--- src/rtl/instr_fetch_unit_if.sv ---
// ---------------------------------------------------------------------------
// instr_fetch_unit_if
//
// Purpose
//   Instruction-memory read bus between the fetch unit and an instruction
//   memory. The fetch unit holds imem_req high while it waits for a word.
//   The memory answers with a single-cycle imem_ack and puts the word on
//   imem_rdata in that same cycle.
//
// Signals
//   imem_req    fetch unit -> memory   read request (level, held while waiting)
//   imem_addr   fetch unit -> memory   32-bit word-aligned read address
//   imem_ack    memory -> fetch unit   imem_rdata is valid this cycle
//   imem_rdata  memory -> fetch unit   32-bit instruction word
//
// Modports
//   master  used by the fetch unit
//   slave   used by the memory model
// ---------------------------------------------------------------------------
interface instr_fetch_unit_if;

  logic        imem_req;
  logic [31:0] imem_addr;
  logic        imem_ack;
  logic [31:0] imem_rdata;

  modport master (
    output imem_req,
    output imem_addr,
    input  imem_ack,
    input  imem_rdata
  );

  modport slave (
    input  imem_req,
    input  imem_addr,
    output imem_ack,
    output imem_rdata
  );

endinterface : instr_fetch_unit_if

--- src/rtl/instr_fetch_unit.sv ---
// ---------------------------------------------------------------------------
// instr_fetch_unit
//
// Purpose
//   Single-outstanding instruction fetcher with a four-state control FSM.
//   FETCH    request the word at pc and wait for imem_ack. An ack timer
//            bounds the wait.
//   ISSUE    hold the fetched word for the core until it retires the word
//            with next_pc_valid.
//   HALTED   entered on a retire with halt=1. Left only through rst.
//   ERROR    entered when the retire target is misaligned or the ack times
//            out. Left only through rst.
//
// Parameters
//   RESET_PC     PC value loaded on reset
//   ACK_TIMEOUT  maximum FETCH cycles without imem_ack, legal range 1..255
//
// Ports
//   clk              sole clock, rising edge
//   rst              synchronous, active-high reset
//   imem             instruction-memory bus (master side)
//   ctrl_in_address  next PC from control logic, sampled on an accepted retire
//   next_pc_valid    core has finished the instruction; ctrl_in_address is valid
//   halt             stop fetching after the retiring instruction
//   instrn           registered instruction word
//   instrn_opcode    instrn[31:26]
//   instrn_valid     instrn is held for execution (state ISSUE)
//   pc               current program counter
//   address_plus_4   pc + 4
//   branch_address   pc + 4 + (sign-extended instrn[15:0] << 2)
//   retire_count     number of accepted retires (wraps)
//   misaligned_err   sticky: retire target had nonzero address bits [1:0]
//   timeout_err      sticky: no imem_ack within ACK_TIMEOUT FETCH cycles
//   halted           sticky: fetching stopped by halt
// ---------------------------------------------------------------------------
module instr_fetch_unit #(
  parameter logic [31:0] RESET_PC    = 32'h0000_0000,
  parameter int          ACK_TIMEOUT = 16
) (
  input  logic                      clk,
  input  logic                      rst,

  instr_fetch_unit_if.master        imem,

  input  logic [31:0]               ctrl_in_address,
  input  logic                      next_pc_valid,
  input  logic                      halt,

  output logic [31:0]               instrn,
  output logic [5:0]                instrn_opcode,
  output logic                      instrn_valid,
  output logic [31:0]               pc,
  output logic [31:0]               address_plus_4,
  output logic [31:0]               branch_address,
  output logic [31:0]               retire_count,
  output logic                      misaligned_err,
  output logic                      timeout_err,
  output logic                      halted
);

  // -------------------------------------------------------------------------
  // Parameter sanity: the ack timer is 8 bits wide.
  // -------------------------------------------------------------------------
  if (ACK_TIMEOUT < 1 || ACK_TIMEOUT > 255) begin : g_bad_ack_timeout
    $error("instr_fetch_unit: ACK_TIMEOUT must be in 1..255");
  end

  // The final FETCH cycle in which an ack is still accepted.
  localparam logic [7:0] TIMER_LAST = 8'(ACK_TIMEOUT - 1);

  typedef enum logic [1:0] {
    FETCH  = 2'd0,
    ISSUE  = 2'd1,
    HALTED = 2'd2,
    ERROR  = 2'd3
  } state_e;

  // -------------------------------------------------------------------------
  // State
  // -------------------------------------------------------------------------
  state_e      state_q,        state_d;
  logic [31:0] pc_q,           pc_d;
  logic [31:0] instrn_q,       instrn_d;
  logic [31:0] retire_count_q, retire_count_d;
  logic [7:0]  timer_q,        timer_d;
  logic        misaligned_q,   misaligned_d;
  logic        timeout_q,      timeout_d;
  logic        halted_q,       halted_d;

  // NOTE: use non-blocking assignments for every register. All registers
  // then update together at the edge, whatever order the statements are in.
  always_ff @(posedge clk) begin
    if (rst) begin
      // Any imem_ack in this cycle is dropped because the reset branch
      // never looks at the bus.
      state_q        <= FETCH;
      pc_q           <= RESET_PC;
      instrn_q       <= '0;
      retire_count_q <= '0;
      timer_q        <= '0;
      misaligned_q   <= 1'b0;
      timeout_q      <= 1'b0;
      halted_q       <= 1'b0;
    end else begin
      state_q        <= state_d;
      pc_q           <= pc_d;
      instrn_q       <= instrn_d;
      retire_count_q <= retire_count_d;
      timer_q        <= timer_d;
      misaligned_q   <= misaligned_d;
      timeout_q      <= timeout_d;
      halted_q       <= halted_d;
    end
  end

  // -------------------------------------------------------------------------
  // Next-state logic
  // -------------------------------------------------------------------------
  // NOTE: every variable gets a hold-value default before the case
  // statement. Any path that does not assign it therefore infers no latch.
  always_comb begin
    state_d        = state_q;
    pc_d           = pc_q;
    instrn_d       = instrn_q;
    retire_count_d = retire_count_q;
    timer_d        = timer_q;
    misaligned_d   = misaligned_q;
    timeout_d      = timeout_q;
    halted_d       = halted_q;

    unique case (state_q)
      FETCH: begin
        if (imem.imem_ack) begin
          // An ack in the last allowed cycle still wins over the timeout.
          instrn_d = imem.imem_rdata;
          state_d  = ISSUE;
          timer_d  = '0;
        end else if (timer_q == TIMER_LAST) begin
          timeout_d = 1'b1;
          state_d   = ERROR;
        end else begin
          timer_d = timer_q + 8'd1;
        end
      end

      ISSUE: begin
        // pc and instrn keep their values until the core accepts the retire.
        if (next_pc_valid) begin
          retire_count_d = retire_count_q + 32'd1;
          if (halt) begin
            // halt wins over a misaligned target, and pc is left unchanged.
            halted_d = 1'b1;
            state_d  = HALTED;
          end else begin
            pc_d = ctrl_in_address;
            if (ctrl_in_address[1:0] != 2'b00) begin
              misaligned_d = 1'b1;
              state_d      = ERROR;
            end else begin
              // The ack timer starts from zero each time FETCH is entered.
              timer_d = '0;
              state_d = FETCH;
            end
          end
        end
      end

      // Terminal states: only rst leaves them.
      HALTED: state_d = HALTED;
      ERROR:  state_d = ERROR;

      default: state_d = ERROR;
    endcase
  end

  // -------------------------------------------------------------------------
  // Outputs: all come from registered state, so in the rst cycle they
  // already show the reset values.
  // -------------------------------------------------------------------------
  assign imem.imem_req  = (state_q == FETCH);
  assign imem.imem_addr = pc_q;

  assign pc             = pc_q;
  assign instrn         = instrn_q;
  assign instrn_opcode  = instrn_q[31:26];
  assign instrn_valid   = (state_q == ISSUE);
  assign address_plus_4 = pc_q + 32'd4;
  // The word offset is sign-extended and scaled to bytes.
  assign branch_address = address_plus_4 + {{14{instrn_q[15]}}, instrn_q[15:0], 2'b00};
  assign retire_count   = retire_count_q;
  assign misaligned_err = misaligned_q;
  assign timeout_err    = timeout_q;
  assign halted         = halted_q;

endmodule : instr_fetch_unit

--- src/flat_wrapper.sv ---
// flat-port wrapper written by rule: the top's interface ports become plain ports
module instr_fetch_unit_flat 
#(
  parameter logic [31:0] RESET_PC    = 32'h0000_0000,
  parameter int          ACK_TIMEOUT = 16
)
  (clk, rst, ctrl_in_address, next_pc_valid, halt, instrn, instrn_opcode, instrn_valid, pc, address_plus_4, branch_address, retire_count, misaligned_err, timeout_err, halted, imem_imem_req, imem_imem_addr, imem_imem_ack, imem_imem_rdata);
  instr_fetch_unit_if imem_i ();
  input  logic clk;
  input  logic rst;
  input  logic [31:0] ctrl_in_address;
  input  logic next_pc_valid;
  input  logic halt;
  output logic [31:0] instrn;
  output logic [5:0] instrn_opcode;
  output logic instrn_valid;
  output logic [31:0] pc;
  output logic [31:0] address_plus_4;
  output logic [31:0] branch_address;
  output logic [31:0] retire_count;
  output logic misaligned_err;
  output logic timeout_err;
  output logic halted;
  output wire logic [$bits(imem_i.imem_req)-1:0] imem_imem_req;
  output wire logic [$bits(imem_i.imem_addr)-1:0] imem_imem_addr;
  input wire logic [$bits(imem_i.imem_ack)-1:0] imem_imem_ack;
  input wire logic [$bits(imem_i.imem_rdata)-1:0] imem_imem_rdata;
  assign imem_imem_req = imem_i.imem_req;
  assign imem_imem_addr = imem_i.imem_addr;
  assign imem_i.imem_ack = imem_imem_ack;
  assign imem_i.imem_rdata = imem_imem_rdata;
  instr_fetch_unit #(.RESET_PC(RESET_PC), .ACK_TIMEOUT(ACK_TIMEOUT)) u_core (.clk(clk), .rst(rst), .imem(imem_i), .ctrl_in_address(ctrl_in_address), .next_pc_valid(next_pc_valid), .halt(halt), .instrn(instrn), .instrn_opcode(instrn_opcode), .instrn_valid(instrn_valid), .pc(pc), .address_plus_4(address_plus_4), .branch_address(branch_address), .retire_count(retire_count), .misaligned_err(misaligned_err), .timeout_err(timeout_err), .halted(halted));
endmodule
--- config.mk ---
export PLATFORM = sky130hd
export DESIGN_NAME = instr_fetch_unit_flat
export DESIGN_NICKNAME = d
export VERILOG_FILES = /design/src/rtl/instr_fetch_unit_if.sv /design/src/rtl/instr_fetch_unit.sv /design/src/flat_wrapper.sv
export SDC_FILE = /design/constraint.sdc
export NUM_CORES = 1
export LEC_CHECK = 0
export CELL_PAD_IN_SITES_DETAIL_PLACEMENT = 0
export CELL_PAD_IN_SITES_GLOBAL_PLACEMENT = 1
export CORE_ASPECT_RATIO = 1.5
export CORE_UTILIZATION = 33
export DETAILED_ROUTE_END_ITERATION = 7
export GPL_ROUTABILITY_DRIVEN = 0
export HOLD_SLACK_MARGIN = 0.05
export MAX_ROUTING_LAYER = met4
export PLACE_DENSITY_LB_ADDON = 0.1
export RECOVER_POWER = 100
export SKIP_LAST_GASP = 1
export SLEW_MARGIN = 5
export SYNTH_ARGS = -nofsm -noshare
export SYNTH_HDL_FRONTEND = slang
export SYNTH_SLANG_ARGS = --single-unit
--- constraint.sdc ---
create_clock -name clk -period 8.38 [get_ports clk]
set_input_delay 2.514 -clock clk [delete_from_list [all_inputs] [get_ports clk]]
set_output_delay 2.514 -clock clk [all_outputs]
set_load 0.02 [all_outputs]
==> results.json, run 1 <==
{
  "p_int_w": 0.000863,
  "clkSlewWorstSetupHoldPaths_ns": 0.09,
  "min_period_over_period_pct": 85.8,
  "grt_antenna_before_repair": 0,
  "yosysWarnings": 0,
  "pwr-share-seq_pct": 44.2,
  "synth_most_common_cell": "nand2_1",
  "synth_flop_cell": "dfxtp_1",
  "pwr-share-comb_pct": 20.9,
  "synth_area_leader_cell": "dfxtp_1",
  "worstPathArrival_ns": 4.68,
  "cts.htree.levels": 3,
  "hold-worst-slack_ns": 0.454,
  "area_delta_synth_final_pct": 44.0,
  "drive_gt1_share_pct": 2.73,
  "layout.nets": 1200,
  "synthesis.area_um2": 6650,
  "clk_path_buf_depth": 2,
  "worst_clock_skew_ns": 0.0157,
  "io_pins": 272,
  "fmax_ghz": 0.139,
  "rsz0062_at_grt": "false",
  "post_cts_buffers": 0,
  "critical_path_class": "reg -> out",
  "synth_simple_gate_area_share_pct": 26.0,
  "synth_fa_ha_area_share_pct": 6.88,
  "cts_resized": 0,
  "drt_iter0_drc": 332,
  "hold_buffers": 0,
  "cp.required_ns": 5.87,
  "grtUsageTotal_pct": 22.2,
  "die_h_um": 176,
  "die_w_um": 118,
  "syn_inst": 882,
  "grt_pass1_vias": 6456,
  "violations": "capacitance limit, slew limit",
  "num_antenna_cells": 0,
  "synth_top_family_by_area": "simple AND/OR/NAND/NOR gates",
  "hp-class": "reg -> reg",
  "num_rows": 63,
  "grt_max_degree": 65,
  "fin_crit_ns": 7.19,
  "yosys.area.top_type_share_pct": 32.8,
  "switching_share_pct": 31.0,
  "initial_core_util_pct": 33.6,
  "routed_via_density": 4.92,
  "grt_pass1_wl_um": 35100,
  "synth_common_cells": "nand2_1 (183), a21oi_1 (118), dfxtp_1 (109)",
  "synth_area_leaders": "dfxtp_1 (33%), nand2_1 (10%), a21oi_1 (8.9%), ha_1 (6.6%), xor2_1 (5.5%)",
  "core_um2": 19800,
  "tns_ns": 0,
  "clk_latency_ns": 0.36,
  "hold_viol": 0,
  "cts.sinks": 109,
  "drt-total-wl_um": 22400,
  "overflow": 0,
  "slew_headroom_pct": -19.2,
  "synthMuxAreaShare_pct": 0.451,
  "syn-num-nets": 987,
  "leakage_nw": 4.18,
  "synth_edf_count": 0,
  "grtUsageMet3_pct": 3.47,
  "cts.root.buffer_cell": "clkbuf_16",
  "vias": 6695,
  "cp-end-kind": "output port",
  "ys_seq_elements": 109,
  "drc_errors": 0,
  "busiest_layer": "met2",
  "synth_cell_types": 54,
  "die_area_um2": 20700,
  "drv_cap": 1,
  "synth_compound_area_share_pct": 15.8,
  "post_drt_wl_per_cell_um": 16.5,
  "synth-async-reset-ratio_pct": 0,
  "p_per_area_nw_per_um2": 131,
  "startpoint_type": "flip-flop",
  "worst-path-max-fanout": 7,
  "antenna_left": 0,
  "status": "complete, but fails checks",
  "worst_pin_slew_ns": 1.79,
  "cts_tree": "done",
  "power_switching_w": 0.000388,
  "ys_seq_area_share_pct": 32.8,
  "grt_use_met2_pct": 41.6,
  "drv_slew": 33,
  "synth_xor_area_share_pct": 10.8,
  "grt_util_met1_pct": 23.6,
  "setup_viol": 0,
  "portBuffers": 271,
  "ir_worst_vdd_mv": 0.0828,
  "p_clk_share_pct": 34.8,
  "place_hpwl_um": 17600,
  "syn_area_per_cell_um2": 7.54,
  "dr.pass1.iters": 4,
  "numCtsBuffers": 9
}
-- stage by stage --
step	total power, W	worst slack (ns)	instances	cell area, um2	utilization, %
detailed placement	0.000846	1.59	1344	9290	47.0
floorplan	0.000712	1.84	882	6650	-
global placement	0.000846	1.66	1344	9290	47.0
finish	0.00125	1.19	1360	9580	48.4
CTS	0.00129	1.18	1360	9600	48.5
global route	0.00131	0.724	1360	9580	48.4
-- metal layers --
| layer | up-vias | share of wire [%] |
|---|---|---|
| met2 | 173 | 54 |
| met4 | 0 | 2.2 |
| li1 | 3410 | - |
| met3 | 23 | 4.6 |
| met1 | 3089 | 39 |
| met5 | - | 0 |
-- cell type report --
type / instances / area [um2]
Clock buffer: 9 / 225
Clock inverter: 7 / 77.6
Fill cell: 2022 / 10200
Inverter: 12 / 45.0
Multi-Input combinational cell: 686 / 3980
Sequential cell: 109 / 2180
Tap cell: 260 / 325
Timing Repair Buffer: 277 / 2740
-- power groups by stage --
stage / combinational [W] / sequential, W / clock (W)
after floorplan: 0.000132 / 0.000580 / 0
after global placement: 0.000280 / 0.000566 / 0
after detailed placement: 0.000279 / 0.000567 / 0
after CTS: 0.000280 / 0.000555 / 0.000454
after global routing: 0.000284 / 0.000557 / 0.000471
final: 0.000262 / 0.000553 / 0.000436
-- worst max-delay path, stage by stage (launching register included) --
cell,delay [ns]
dfxtp_1,0.44
ha_1,0.23
and4_2,0.24
nor2b_1,0.25
nor2b_1,0.16
buf_4,0.16
nand3_1,0.15
xnor2_1,0.19
ha_1,0.42
and4_1,0.28
nand3_1,0.14
or4_1,0.48
o2bb2ai_1,0.25
o2111ai_1,0.13
o211ai_1,0.10
dlygate4sd3_1,0.70
-- final timing paths --
path	slack, ns	from	depth (start not counted)	endpoint
max	1.19	u_core.imem.imem_addr[2]$_SDFFE_PP0P_	15	branch_address[29]
max reg2reg	5.59	u_core.state_q[0]$_SDFFE_PP0P_	5	u_core.misaligned_err$_SDFFE_PP0P_
min reg2reg	0.45	u_core.instrn[18]$_SDFFE_PP0P_	2	u_core.instrn[18]$_SDFFE_PP0P_
min	0.45	u_core.instrn[18]$_SDFFE_PP0P_	2	u_core.instrn[18]$_SDFFE_PP0P_
-- state kept, by name (all words and copies together), names as in the netlist --
register and count:
u_core.halted 1, u_core.imem.imem_addr 32, u_core.instrn 32, u_core.misaligned_err 1, u_core.retire_count 32, u_core.state_q 2, u_core.timeout_err 1, u_core.timer_q 8
-- layout by cell type (no fill, tap or decap), types with 6 or more instances in the layout --
| cell type | n |
|---|---|
| nand4_1 | 11 |
| nand2_1 | 183 |
| nor2_1 | 75 |
| o21ai_0 | 30 |
| o21bai_1 | 7 |
| xnor2_1 | 38 |
| inv_1 | 12 |
| clkbuf_16 | 9 |
| and3_1 | 17 |
| or3_1 | 6 |
| nor3_1 | 7 |
| xor2_1 | 42 |
| and4_1 | 8 |
| dlygate4sd3_1 | 204 |
| nand3_1 | 32 |
| dfxtp_1 | 109 |
| ha_1 | 35 |
| o211ai_1 | 7 |
| clkdlybuf4s50_1 | 66 |
| nor2b_1 | 6 |
| a21oi_1 | 118 |
-- cell families (layout without fill, tap and decap cells) --
group | Yosys count | count (layout)
and+or+nand+nor | 377 | 377
AOI/OAI and AO/OA | 189 | 189
DFF | 109 | 109
buffers and inverters | 87 | 305
xor gates and xnor gates | 81 | 81
adders and majority gates | 36 | 36
muxes | 3 | 3
Power figures use the tool's default switching activity.
==> run 2, diff against run 1 <==
CELL_PAD_IN_SITES_GLOBAL_PLACEMENT = 2   (was 1)
CORE_UTILIZATION = 23   (was 33)
clock period = 7.05 ns   (was 8.38 ns; I/O delays follow)
==> results.json, run 2 (synthesized netlist as in run 1, its figures left out) <==
{
  "hold-worst-slack_ns": 0.454,
  "worstPathArrival_ns": 4.56,
  "post_cts_buffers": 0,
  "cts_resized": 0,
  "cts.sinks": 109,
  "worst_pin_slew_ns": 2.78,
  "worstPathCellList": "ha_1 -> and4_2 -> nor2b_2 -> nor2b_2 -> nand3_1 -> xnor2_1 -> ha_2 -> and4_1 -> nand3_1 -> or4_1 -> o2bb2ai_2 -> nor2_1 -> xnor2_1 -> dlygate4sd3_1",
  "num_rows": 75,
  "worst-path-max-fanout": 7,
  "setup_viol": 0,
  "place_hpwl_um": 20600,
  "fin_crit_ns": 6.68,
  "grt_max_degree": 58,
  "grt_antenna_before_repair": 1,
  "post_drt_wl_per_cell_um": 17.5,
  "startpoint_type": "flip-flop",
  "fmax_ghz": 0.150,
  "pre_cts_slack_ns": 0.474,
  "fillers": 3054,
  "mostFrequentLayoutCell": "dlygate4sd3_1",
  "grt_pass1_vias": 6660,
  "cts_tree": "done",
  "cpMaxStageDelayCell": "dlygate4sd3_1",
  "final.setup.worst_slack_ns": 0.373,
  "drc_errors": 0,
  "violations": "capacitance limit, slew limit",
  "hp-class": "reg -> reg",
  "layout_common_cells": "dlygate4sd3_1 (199), nand2_1 (183), a21oi_1 (118)",
  "layout.nets": 1202,
  "portBuffers": 271,
  "hold_buffers": 0,
  "hold_viol": 0,
  "die_area_um2": 29600,
  "leakage_nw": 4.20,
  "drt-total-wl_um": 26000,
  "clk_path_buf_depth": 2,
  "cts.htree.levels": 3,
  "tns_ns": 0,
  "die_h_um": 210,
  "slowest_delay_ns": 0.68,
  "antenna_left": 0,
  "ir_worst_vdd_mv": 0.109,
  "clk_latency_ns": 0.36,
  "p_per_area_nw_per_um2": 155,
  "dr.pass1.iters": 6,
  "cp.required_ns": 4.93,
  "power_w": 0.00152,
  "grt_pass1_wl_um": 39600,
  "area_delta_synth_final_pct": 47.3,
  "min_period_over_period_pct": 94.7,
  "routed_via_density": 4.52,
  "worst_clock_skew_ns": 0.00854,
  "core_um2": 28200,
  "drt_iter0_drc": 166,
  "critical_path_class": "reg -> out",
  "drive_gt1_share_pct": 3.54,
  "initial_core_util_pct": 23.5,
  "overflow": 0,
  "status": "complete, but fails checks",
  "drv_cap": 2,
  "numCtsBuffers": 9,
  "cts.root.buffer_cell": "clkbuf_16",
  "slew_headroom_pct": -85.4,
  "grtUsageTotal_pct": 18.2,
  "io_pins": 272,
  "drv_slew": 112,
  "cp-end-kind": "output port",
  "vias": 6729,
  "rsz0062_at_grt": "false",
  "clkSlewWorstSetupHoldPaths_ns": 0.08,
  "die_w_um": 141
}
## run 2: changes by cell type in the layout (fill, tap and decap cells not counted), sizes merged
cell           delta
buf               +3
inv               -1
clkinv            -2
bufinv            +1
diode             +1
clkinvlp          +1
dlygate4sd3       -5
clkdlybuf4s50     +5
## run 2: layer usage
layer	GRT usage (%)	vias up	wire (um)	share of wire, %
met4	6.63	0	549	2.1
met2	34.1	147	14500	56
met5	-	-	0	0
met1	19.1	3148	10000	38
met3	2.86	24	1010	3.9
li1	-	3410	-	-
## run 2: stage by stage
step	std cells	area [um2]	utilization, %
5_1_grt	1488	9800	34.7
4_1_cts	1487	9770	34.6
3_5_place_dp	1471	9470	33.5
2_1_floorplan	882	6650	-
3_3_place_gp	1471	9470	33.5
6_report	1488	9800	34.7
## run 2: final cells by class
cell class / instances / area, um2 / share of cell area [%]
diodes: 1 / 2.50 / 0.0255
clock buffers: 10 / 229 / 2.34
multi-input cells: 686 / 4020 / 41.1
well taps: 385 / 482 / 4.92
clock inverters: 6 / 71.3 / 0.728
repair buffers: 279 / 2760 / 28.2
flip-flops and latches: 109 / 2180 / 22.3
inverters: 12 / 45.0 / 0.460
## run 2: final timing paths
kind / startpoint / endpoint / slack, ns / cells past startpoint
setup / recovery: u_core.imem.imem_addr[2]$_SDFFE_PP0P_ / branch_address[25] / 0.37 / 14
hold reg to reg: u_core.instrn[21]$_SDFFE_PP0P_ / u_core.instrn[21]$_SDFFE_PP0P_ / 0.45 / 2
setup reg to reg: u_core.state_q[0]$_SDFFE_PP0P_ / u_core.retire_count[28]$_SDFFE_PP0P_ / 4.34 / 6
hold / removal: u_core.instrn[21]$_SDFFE_PP0P_ / u_core.instrn[21]$_SDFFE_PP0P_ / 0.45 / 2
## run 2: worst max-delay path: cells and delay by family, from the launching register on
kind	cells	cell delay, ns
DFF	1	0.43
adders and majority gates	2	0.66
xor gates and xnor gates	2	0.33
AOI/OAI and AO/OA	1	0.22
and+or+nand+nor	8	1.88
buffers and inverters	1	0.68
## run 2: where the power goes
| part | internal [W] | total [W] | switching (W) |
|---|---|---|---|
| registers | 0.000635 | 0.000659 | 0.0000242 |
| clock network | 0.000281 | 0.000542 | 0.000261 |
| logic | 0.000140 | 0.000320 | 0.000180 |
| total | 0.00106 | 0.00152 | 0.000465 |
